[config.mk]
export PLATFORM = sky130hd
export DESIGN_NAME = sar_search
export DESIGN_NICKNAME = d
export VERILOG_FILES = /design/src/rtl/sar_search.sv
export SDC_FILE = /design/constraint.sdc
export NUM_CORES = 1
export LEC_CHECK = 0
export CAP_MARGIN = 20
export CORE_MARGIN = 4
export CORE_UTILIZATION = 29
export DETAILED_ROUTE_END_ITERATION = 7
export GPL_TIMING_DRIVEN = 0
export PLACE_DENSITY = 0.51
export SLEW_MARGIN = 10
export SYNTH_ARGS = -nofsm -noshare
export SYNTH_HDL_FRONTEND = slang
export SYNTH_SLANG_ARGS = --single-unit
[constraint.sdc]
create_clock -name clk -period 1.6 [get_ports clk]
set_clock_uncertainty 0.05 [all_clocks]
set_input_delay 0.16 -clock clk [delete_from_list [all_inputs] [get_ports clk]]
set_output_delay 0.16 -clock clk [all_outputs]
set_load 0.01 [all_outputs]
[src/rtl/sar_search.sv]
// Successive-approximation search: drives trial values into a comparator and binary-searches
// the hidden operand MSB first. Optional build macro SAR_EARLY_EXIT_EN ends the search on a valid eq.
module sar_search #(
  parameter int WIDTH    = 4,
  parameter int CMP_WAIT = 1
) (
  input  logic             clk,
  input  logic             rst_n,
  input  logic             start,
  output logic [WIDTH-1:0] trial,
  input  logic             lt,
  input  logic             eq,
  input  logic             gt,
  output logic             busy,
  output logic             done,
  output logic [WIDTH-1:0] result,
  output logic             err
);

  localparam int KW = (WIDTH > 1) ? $clog2(WIDTH) : 1;
  localparam int CW = $clog2(CMP_WAIT + 1);

`ifdef SAR_EARLY_EXIT_EN
  localparam bit EARLY_EXIT = 1'b1;
`else
  localparam bit EARLY_EXIT = 1'b0;
`endif

  typedef enum logic [1:0] {
    S_IDLE,
    S_WAIT,
    S_FIN
  } state_t;

  state_t           state_q, state_d;
  logic [WIDTH-1:0] trial_q, trial_d;
  logic [WIDTH-1:0] result_q, result_d;
  logic [KW-1:0]    k_q, k_d;
  logic [CW-1:0]    cnt_q, cnt_d;
  logic             busy_q, busy_d;
  logic             done_q, done_d;
  logic             err_q, err_d;

  logic [WIDTH-1:0] bit_k;
  logic [WIDTH-1:0] kept;
  logic             flags_ok;

  // The bit under test is already set in trial; gt means it overshot and must be dropped.
  assign bit_k    = WIDTH'(1) << k_q;
  assign kept     = gt ? (trial_q & ~bit_k) : trial_q;
  assign flags_ok = ({lt, eq, gt} == 3'b100) || ({lt, eq, gt} == 3'b010) ||
                    ({lt, eq, gt} == 3'b001);

  always_comb begin
    state_d  = state_q;
    trial_d  = trial_q;
    result_d = result_q;
    k_d      = k_q;
    cnt_d    = cnt_q;
    busy_d   = busy_q;
    done_d   = 1'b0;
    err_d    = err_q;
    case (state_q)
      S_IDLE: begin
        if (start) begin
          trial_d  = WIDTH'(1) << (WIDTH - 1);
          k_d      = KW'(WIDTH - 1);
          cnt_d    = CW'(CMP_WAIT);
          busy_d   = 1'b1;
          err_d    = 1'b0;
          result_d = '0;
          state_d  = S_WAIT;
        end
      end
      S_WAIT: begin
        cnt_d = cnt_q - CW'(1);
        if (cnt_q == CW'(1)) begin
          if (!flags_ok) begin
            err_d    = 1'b1;
            result_d = '0;
            busy_d   = 1'b0;
            done_d   = 1'b1;
            state_d  = S_FIN;
          end else if (EARLY_EXIT && eq) begin
            result_d = trial_q;
            busy_d   = 1'b0;
            done_d   = 1'b1;
            state_d  = S_FIN;
          end else if (k_q == '0) begin
            result_d = kept;
            busy_d   = 1'b0;
            done_d   = 1'b1;
            state_d  = S_FIN;
          end else begin
            trial_d = kept | (bit_k >> 1);
            k_d     = k_q - KW'(1);
            cnt_d   = CW'(CMP_WAIT);
          end
        end
      end
      S_FIN: begin
        state_d = S_IDLE;
      end
      default: begin
        state_d = S_IDLE;
      end
    endcase
  end

  always_ff @(posedge clk or negedge rst_n) begin
    if (!rst_n) begin
      state_q  <= S_IDLE;
      trial_q  <= '0;
      result_q <= '0;
      k_q      <= '0;
      cnt_q    <= '0;
      busy_q   <= 1'b0;
      done_q   <= 1'b0;
      err_q    <= 1'b0;
    end else begin
      state_q  <= state_d;
      trial_q  <= trial_d;
      result_q <= result_d;
      k_q      <= k_d;
      cnt_q    <= cnt_d;
      busy_q   <= busy_d;
      done_q   <= done_d;
      err_q    <= err_d;
    end
  end

  assign trial  = trial_q;
  assign busy   = busy_q;
  assign done   = done_q;
  assign result = result_q;
  assign err    = err_q;

endmodule

; After elaboration in Yosys (flattened, before gate mapping)
; Cells that the tools add are included.
[op_classes]
add_sub_neg = 2
n_eq_ne = 10
n_shift = 1
mux = 38
bitwise_logic = 3
reduce_logical = 10
[op_table]
columns = operator, count
row1 = 4-bit two-way mux, 9
row2 = 2-bit two-way mux, 8
row3 = 4-bit one-hot mux with 2 select lines, 2
row4 = 1-bit two-way mux, 14
row5 = 2-bit inequality test (second input constant), 5
row6 = 2-bit one-hot mux with 2 select lines, 2
row7 = 4-bit AND reduction, 2
row8 = 1-bit one-hot mux with 2 select lines, 3
row9 = 5-bit AND reduction, 1
row10 = 4-bit bitwise AND, 1
row11 = 2-bit logical NOT, 2
row12 = 4-bit inverter, 1
row13 = 4-bit by 3-bit bitwise OR with 4-bit output, 1
row14 = 1-bit by 2-bit left shift with 4-bit output (first input constant), 1
row15 = 3-bit by 1-bit == test with 1-bit output (second input constant), 1
row16 = 3-bit by 2-bit == test with 1-bit output (second input constant), 1
row17 = 3-bit == test (second input constant), 1
row18 = 3-bit inequality test (second input constant), 1
row19 = 3-bit AND reduction, 1
row20 = 2-bit by 1-bit == test with 1-bit output (second input constant), 1
row21 = 1-bit logical OR, 2
row22 = 2-bit AND reduction, 1
row23 = 2-bit nonzero test, 1
row24 = 2-bit by 1-bit subtractor with 2-bit output (second input constant), 1
row25 = 1-bit subtractor (second input constant), 1
[word_totals]
regBits = 16
input_bits = 6
output_inout_bits = 11
word_cells = 72

; Depth between registers and ports, before layout
; Gate-level depths: netlist of run 1.
[depth]
depth_word = 9
mapped_depth = 7
mapped_depth_nobuf = 6

; Least setup slack after synthesis of run 1
; Ideal clock, no wire load.
[synth_path]
path_kind = register to register
from = register k_q[0]
to = register trial_q[0] (netlist: trial[0])
setup_ns = 0.121
arrival_time_ns = 1.148
required_ns = 1.429
slack_ns = 0.281
stages_incl_launch_ff = 7
n_path_buf = 1
synth_period_minus_slack_ns = 1.319
path_cell_list = dfrtp_1 inv_1 ha_1 inv_1 o2111a_1 buf_6 a22o_1
[synth_between]
elab_chain_cells = 9
elab_cells_between_ends = 12
classes_between = eq/ne (1) / shift (1) / mux (5) / bitwise (3) / reduce/logical (2)
[synth_lines]
columns = item, line
row1 = start: declaration, 38  ; logic [KW-1:0] k_q, k_d;
row2 = start signal: assignment, 124  ; k_q <= k_d;
row3 = 1-bit by 2-bit left shift with 4-bit output, 49  ; assign bit_k = WIDTH'(1) << k_q;
row4 = 4-bit inverter, 50  ; assign kept = gt ? (trial_q & ~bit_k) : trial_q;
row5 = 4-bit bitwise AND, 50
row6 = 4-bit two-way mux, 50
row7 = 4-bit by 3-bit bitwise OR with 4-bit output, 95  ; trial_d = kept | (bit_k >> 1);
row8 = 4-bit two-way mux, 89  ; end else if (k_q == '0) begin
row9 = 4-bit two-way mux, 78  ; if (!flags_ok) begin
row10 = 4-bit two-way mux, 77  ; if (cnt_q == CW'(1)) begin
row11 = 4-bit one-hot mux with 2 select lines, 63  ; case (state_q)
row12 = end signal: assignment, 122  ; trial_q <= trial_d;
row13 = end: declaration, 36  ; logic [WIDTH-1:0] trial_q, trial_d;
; Parallel ways exist; a longest one is shown, timed or not. The select of a mux whose other input is x is not followed.
; A chain may end at the register's enable or synchronous reset.

; Worst setup path in the final report of run 1
[layout_path]
from = register trial_q[1] (netlist: trial[1])
to = output port trial[1]
[layout_lines]
columns = item, line
row1 = end: declaration, 10  ; output logic [WIDTH-1:0] trial,
; No word-level cell between the ends.

==> results of run 1 <==
[per-stage QoR]
step                cell area (um2)  setup WS, ns  hold slack [ns]  setup TNS [ns]
finish                         1020         0.157            0.221               0
global route                   1020        0.0231            0.286               0
CTS                            1000        0.0647            0.248               0
detailed placement              963        -0.130            0.407           -1.04
global placement                963        -0.136            0.407          -0.998
floorplan                       766         0.281           -0.186               0
[where the power goes]
group          switching [mW]  total, mW  internal [mW]  leakage, nW
combinational           0.353      0.712          0.359        0.226
clock                   0.132      0.271          0.139       0.0210
sequential             0.0978      0.637          0.539        0.196
total                   0.583       1.62           1.04        0.443
[final cells by class]
type,instances,area [um2],area share [%]
Sequential cell,16,400,39.4
Multi-Input combinational cell,46,340,33.5
Timing Repair Buffer,17,168,16.5
Tap cell,30,37.5,3.69
Clock buffer,4,36.3,3.57
Inverter,6,22.5,2.22
Buffer,1,11.3,1.11
[metal layers]
layer	share of wire, %	global-route usage, %	vias to the layer above
met1	45	12.5	269
met5	0	0	-
met3	4.8	1.96	5
li1	-	-	284
met2	46	15.8	12
met4	4.4	9.71	0
[repair_timing]
item                       4_1_cts  5_1_grt
setup endpoints to repair        0        7
buffers inserted                 0        1
gates resized for setup          0        2
hold buffers                     0        0
[worst paths after layout]
check                      depth (start not counted)          to  startpoint
setup / recovery                                   1    trial[1]    trial[1]
max in group asynchronous                          1      k_q[1]       rst_n
hold reg to reg                                    1  state_q[0]  state_q[1]
setup reg to reg                                   3   result[1]  state_q[1]
hold / removal                                     1  state_q[1]       rst_n
min in group clk                                   1  state_q[0]  state_q[1]
[flip-flops by register name, summed over array words and instances, names as in the netlist]
register  flops
state_q       2
done          1
err           1
result        4
busy          1
k_q           2
cnt_q         1
trial         4
[Yosys cell counts, types with 2 or more instances]
cell type and number:
o21ai_0 2, ha_1 4, and2_1 2, a21oi_1 7, nor2_1 6, nor3_1 2, o21ai_2 2, a32o_1 3
nand2_1 4, inv_1 6, dfrtp_1 16
[cell families (layout without fill, tap and decap cells)]
kind of cell             Yosys count  count (layout)  share of synthesized area [%]
AO/OA/AOI/OAI                     22              22                           21.6
adder cells (fa/ha/maj)            4               4                           6.54
XOR/XNOR                           1               1                           2.12
flip-flops                        16              16                           52.3
AND/OR/NAND/NOR                   19              19                           13.1
buffers and inverters              7              28                           4.41
==> impl_metrics.py, run 1 <==
metrics = {
    "final_layout": {
        "nets": 101,
        "diodes": 0,
        "nFillCells": 249,
        "utilization_pct": 40.6,
        "layout_common_cells": "dfrtp_1, clkdlybuf4s50_1, a21oi_1, inv_1, nor2_1",
        "drive_gt1_share_pct": 17.8,
        "fin_cells": 120,
        "area.growth.synth_to_final_pct": 32.7,
    },
    "synth": {
        "synth_edf_count": 0,
        "syn_area_per_cell_um2": 11.1,
        "ys.flop_type": "dfrtp_1",
        "ys_seq_area_share_pct": 52.3,
        "syn_area_um2": 766,
        "syn_nets": 79,
        "yosys_warnings": 0,
        "ys_seq_elements": 16,
        "synth_top_area_share_pct": 52.3,
        "synth.distinct_cells": 26,
        "yosys.area.top_type": "dfrtp_1",
        "syn_inst": 69,
        "synth.area.top_cells": "dfrtp_1, ha_1, a21oi_1",
        "async_reset_ff_share_pct": 100,
    },
    "clocking": {
        "clk_pin_slew_ns": 0.09,
        "clock-root-buffer": "clkbuf_4",
        "clock_sinks": 16,
        "cts_tree": "built",
        "clockBufferDepth": 2,
        "worstSkewPairLatency_ns": 0.30,
        "cts_buffers": 3,
        "h-tree-depth": 1,
    },
    "drt": {
        "drt-total-wl_um": 1490,
        "drtIter0Drc": 8,
        "drcViolationCount": 0,
        "ant_nets": 0,
        "dr_total_vias": 570,
        "wl_per_cell_um": 12.4,
        "drt_pass1_iterations": 3,
        "viasPerCell": 4.75,
    },
    "timing": {
        "maxClockFrequency_mhz": 693,
        "rsz0062_at_grt": "no",
        "worst_pin_slew_ns": 0.691,
        "slew_headroom_pct": 53.8,
        "finalMaxSlewViolations": 0,
        "fin_crit_sh_pct": 90.2,
        "hold_viol": 0,
        "final-setup-viol-count": 0,
        "min_period_ns": 1.44,
    },
    "setup_path": {
        "critPathMaxStageDelay_ns": 0.55,
        "cp_slowest_cell": "clkdlybuf4s50_1",
        "crit_required_ns": 1.39,
        "r2r_slack_ns": 0.19,
        "cp_max_fo": 4,
        "path_buf_inv": 1,
        "crit_family": "buffers and inverters",
        "cp_cell_sequence": "clkdlybuf4s50_1",
        "crit_type": "reg2out",
        "worstPathArrival_ns": 1.23,
        "end_kind": "output pin",
        "crit_path_start_kind": "flip-flop",
    },
    "placed_design": {
        "io_buffers": 16,
        "placed_cells": 115,
        "dp_hpwl_um": 1120,
        "place.gp.congestion": 0.697,
    },
    "die": {
        "die_w_um": 59.4,
        "rows": 18,
        "start_util_pct": 30.6,
        "num_io_pins": 17,
        "dieHeight_um": 59.4,
        "coreArea_um2": 2500,
        "die_area_um2": 3530,
    },
    "grt": {
        "track_usage_pct": 10.5,
        "grt_pass1_vias": 615,
        "grt_pass1_wl_um": 2640,
        "grt_overflow": 0,
        "grt_max_degree": 17,
        "antenna_found_initial": 0,
    },
    "power": {
        "p_leak_nw": 0.443,
        "ir_drop_uv": 584,
        "power.density_nw_per_um2": 1590,
        "power_mw": 1.62,
    },
    "run_status": {
        "status": "finished clean",
    },
    "flow_run": {
        "maxCapViolCount": 0,
    },
    "worst_hold_path": {
        "hold_class": "in2async",
    },
}
Note: power is estimated with default switching activity, not from simulation.
==> inputs of run 2 (changes only) <==
--- a/config.mk
+++ b/config.mk
@@ -8,6 +8,7 @@
 export CAP_MARGIN = 20
 export CORE_MARGIN = 4
 export CORE_UTILIZATION = 29
+export CTS_CLUSTER_DIAMETER = 30
 export DETAILED_ROUTE_END_ITERATION = 7
 export GPL_TIMING_DRIVEN = 0
 export PLACE_DENSITY = 0.51
==> results of run 2 <==
No change in the layout: final DEF, timing and power equal those of run 1.
==> inputs of run 3 (changes only) <==
--- a/config.mk
+++ b/config.mk
@@ -6,12 +6,14 @@
 export NUM_CORES = 1
 export LEC_CHECK = 0
 export CAP_MARGIN = 20
+export CELL_PAD_IN_SITES_DETAIL_PLACEMENT = 1
+export CELL_PAD_IN_SITES_GLOBAL_PLACEMENT = 2
 export CORE_MARGIN = 4
 export CORE_UTILIZATION = 29
-export CTS_CLUSTER_DIAMETER = 30
+export CTS_CLUSTER_DIAMETER = 40
 export DETAILED_ROUTE_END_ITERATION = 7
 export GPL_TIMING_DRIVEN = 0
-export PLACE_DENSITY = 0.51
+export PLACE_DENSITY = 0.73
 export SLEW_MARGIN = 10
 export SYNTH_ARGS = -nofsm -noshare
 export SYNTH_HDL_FRONTEND = slang
==> run 3 against run 2 <==
  * Via count increased by 1.8%
  * Worst setup slack got worse by 0.0030 ns
  * First-iteration DRC count decreased by 63%
  * Sequential power increased by 2%
  * Critical path depth unchanged
  * Clock power decreased by 4%
  * Register-to-register slack got worse by 0.03 ns
  * Combinational power decreased by 5.3%
  * Final cell count decreased by 0.83%
  * Non-clock buffer count decreased by 1
  * Critical path type unchanged
==> impl_metrics.py, run 3 (synthesized netlist as in run 1, its figures left out) <==
metrics = {
    "run_status": {
        "status": "finished clean",
    },
    "timing": {
        "holdWs_ns": 0.255,
        "fin_crit_sh_pct": 90.3,
        "worst_pin_slew_ns": 0.726,
        "min_period_ns": 1.45,
        "final-setup-viol-count": 0,
        "rsz0062_at_grt": "no",
        "maxClockFrequency_mhz": 692,
        "hold_viol": 0,
        "finalMaxSlewViolations": 0,
        "slew_headroom_pct": 51.4,
    },
    "grt": {
        "track_usage_pct": 10.2,
        "grt_max_degree": 17,
        "antenna_found_initial": 0,
        "grt_overflow": 0,
        "grt_pass1_vias": 560,
        "grt_pass1_wl_um": 2750,
    },
    "die": {
        "rows": 18,
        "start_util_pct": 30.6,
        "die_w_um": 59.4,
        "die_area_um2": 3530,
        "dieHeight_um": 59.4,
        "num_io_pins": 17,
        "coreArea_um2": 2500,
    },
    "setup_path": {
        "crit_path_start_kind": "flip-flop",
        "cp_max_fo": 4,
        "path_buf_inv": 1,
        "crit_family": "buffers and inverters",
        "cp_cell_sequence": "clkdlybuf4s50_1",
        "end_kind": "output pin",
        "crit_type": "reg2out",
        "worstPathArrival_ns": 1.24,
        "crit_required_ns": 1.39,
        "cp_slowest_cell": "clkdlybuf4s50_1",
        "critPathMaxStageDelay_ns": 0.55,
    },
    "final_layout": {
        "multiInputGateArea_um2": 332,
        "drive_gt1_share_pct": 16.9,
        "diodes": 0,
        "area.growth.synth_to_final_pct": 30.7,
        "final_common_cell": "clkdlybuf4s50_1",
        "regArea_um2": 402,
        "nFillCells": 284,
        "layout_common_cells": "clkdlybuf4s50_1, dfrtp_1, a21oi_1, inv_1, nor2_1",
        "nets": 100,
        "utilization_pct": 40.0,
    },
    "clocking": {
        "clk_pin_slew_ns": 0.10,
        "worstSkewPairLatency_ns": 0.28,
        "clock_sinks": 16,
        "cts_buffers": 3,
        "cts_hold_buf": 0,
        "clock-root-buffer": "clkbuf_4",
        "h-tree-depth": 1,
        "post_cts_buffers": 0,
        "clockBufferDepth": 2,
        "cts_tree": "built",
    },
    "drt": {
        "dr_total_vias": 580,
        "drt-total-wl_um": 1540,
        "wl_per_cell_um": 13.0,
        "ant_nets": 0,
        "viasPerCell": 4.87,
        "drt_pass1_iterations": 2,
        "drcViolationCount": 0,
        "drtIter0Drc": 3,
    },
    "placed_design": {
        "io_buffers": 16,
        "dp_hpwl_um": 1210,
        "place.gp.congestion": 0.747,
    },
    "power": {
        "power_mw": 1.58,
        "power.density_nw_per_um2": 1580,
        "ir_drop_uv": 465,
        "p_leak_nw": 0.437,
    },
    "flow_run": {
        "maxCapViolCount": 0,
    },
    "worst_hold_path": {
        "hold_class": "in2async",
    },
}
run 3: cell count changes in the layout (fill, tap and decap cells not counted):
cell	before	now
a21oi_2	0	1
a21oi_4	1	0
and3b_1	0	1
and3b_2	1	0
buf_4	1	0
dfrtp_1	16	15
dfrtp_2	0	1
run 3: per-layer routing:
metal	up-vias	global-route usage (%)	part of all wire (%)
met4	0	3.88	1.6
li1	283	-	-
met2	11	14.7	46
met3	2	1.31	4.4
met1	284	15.5	48
met5	-	0	0
run 3: worst register-to-register path, delay by kind of cell (launching register included):
family	cells	cell delay (ns)
flip-flops	1	0.42
AO/OA/AOI/OAI	3	0.53
buffers and inverters	2	0.18
adder cells (fa/ha/maj)	1	0.19
run 3: timing repair:
action	CTS	global route
endpoints found under the hold margin	0	0
setup endpoints to repair	0	5
resized for setup	0	1
run 3: final cells by class:
class / count / share of cell area [%]
clock buffer: 4 / 3.62
sequential: 16 / 40.1
timing repair buffer: 16 / 16.0
buffer: 1 / 1.13
tap: 30 / 3.75
multi-input combinational: 46 / 33.1
inverter: 6 / 2.25
run 3: metrics by stage:
step	setup slack, ns	instance area (um2)	TNS [ns]	std cells
3_3_place_gp	-0.124	963	-1.03	115
3_5_place_dp	-0.121	963	-0.936	115
2_1_floorplan	0.281	766	0	69
4_1_cts	0.0806	1000	0	119
6_report	0.154	1000	0	119
5_1_grt	0.0247	1000	0	119
run 3: worst paths after layout:
path                             from    endpoint  slack (ns)  cells after the start
setup / recovery             trial[1]    trial[1]        0.15                      1
hold / removal                  rst_n   result[3]        0.26                      1
setup reg to reg               k_q[0]   result[0]        0.16                      6
hold reg to reg            state_q[1]  state_q[0]        0.44                      1
max in group asynchronous       rst_n      k_q[0]        0.75                      1
min in group clk           state_q[1]  state_q[0]        0.44                      1
run 3: power breakdown:
group	total (mW)	leakage (nW)	switching [mW]	internal (mW)
Sequential	0.649	0.195	0.109	0.541
Clock	0.260	0.0210	0.122	0.138
Combinational	0.674	0.220	0.339	0.334
Total	1.58	0.437	0.570	1.01
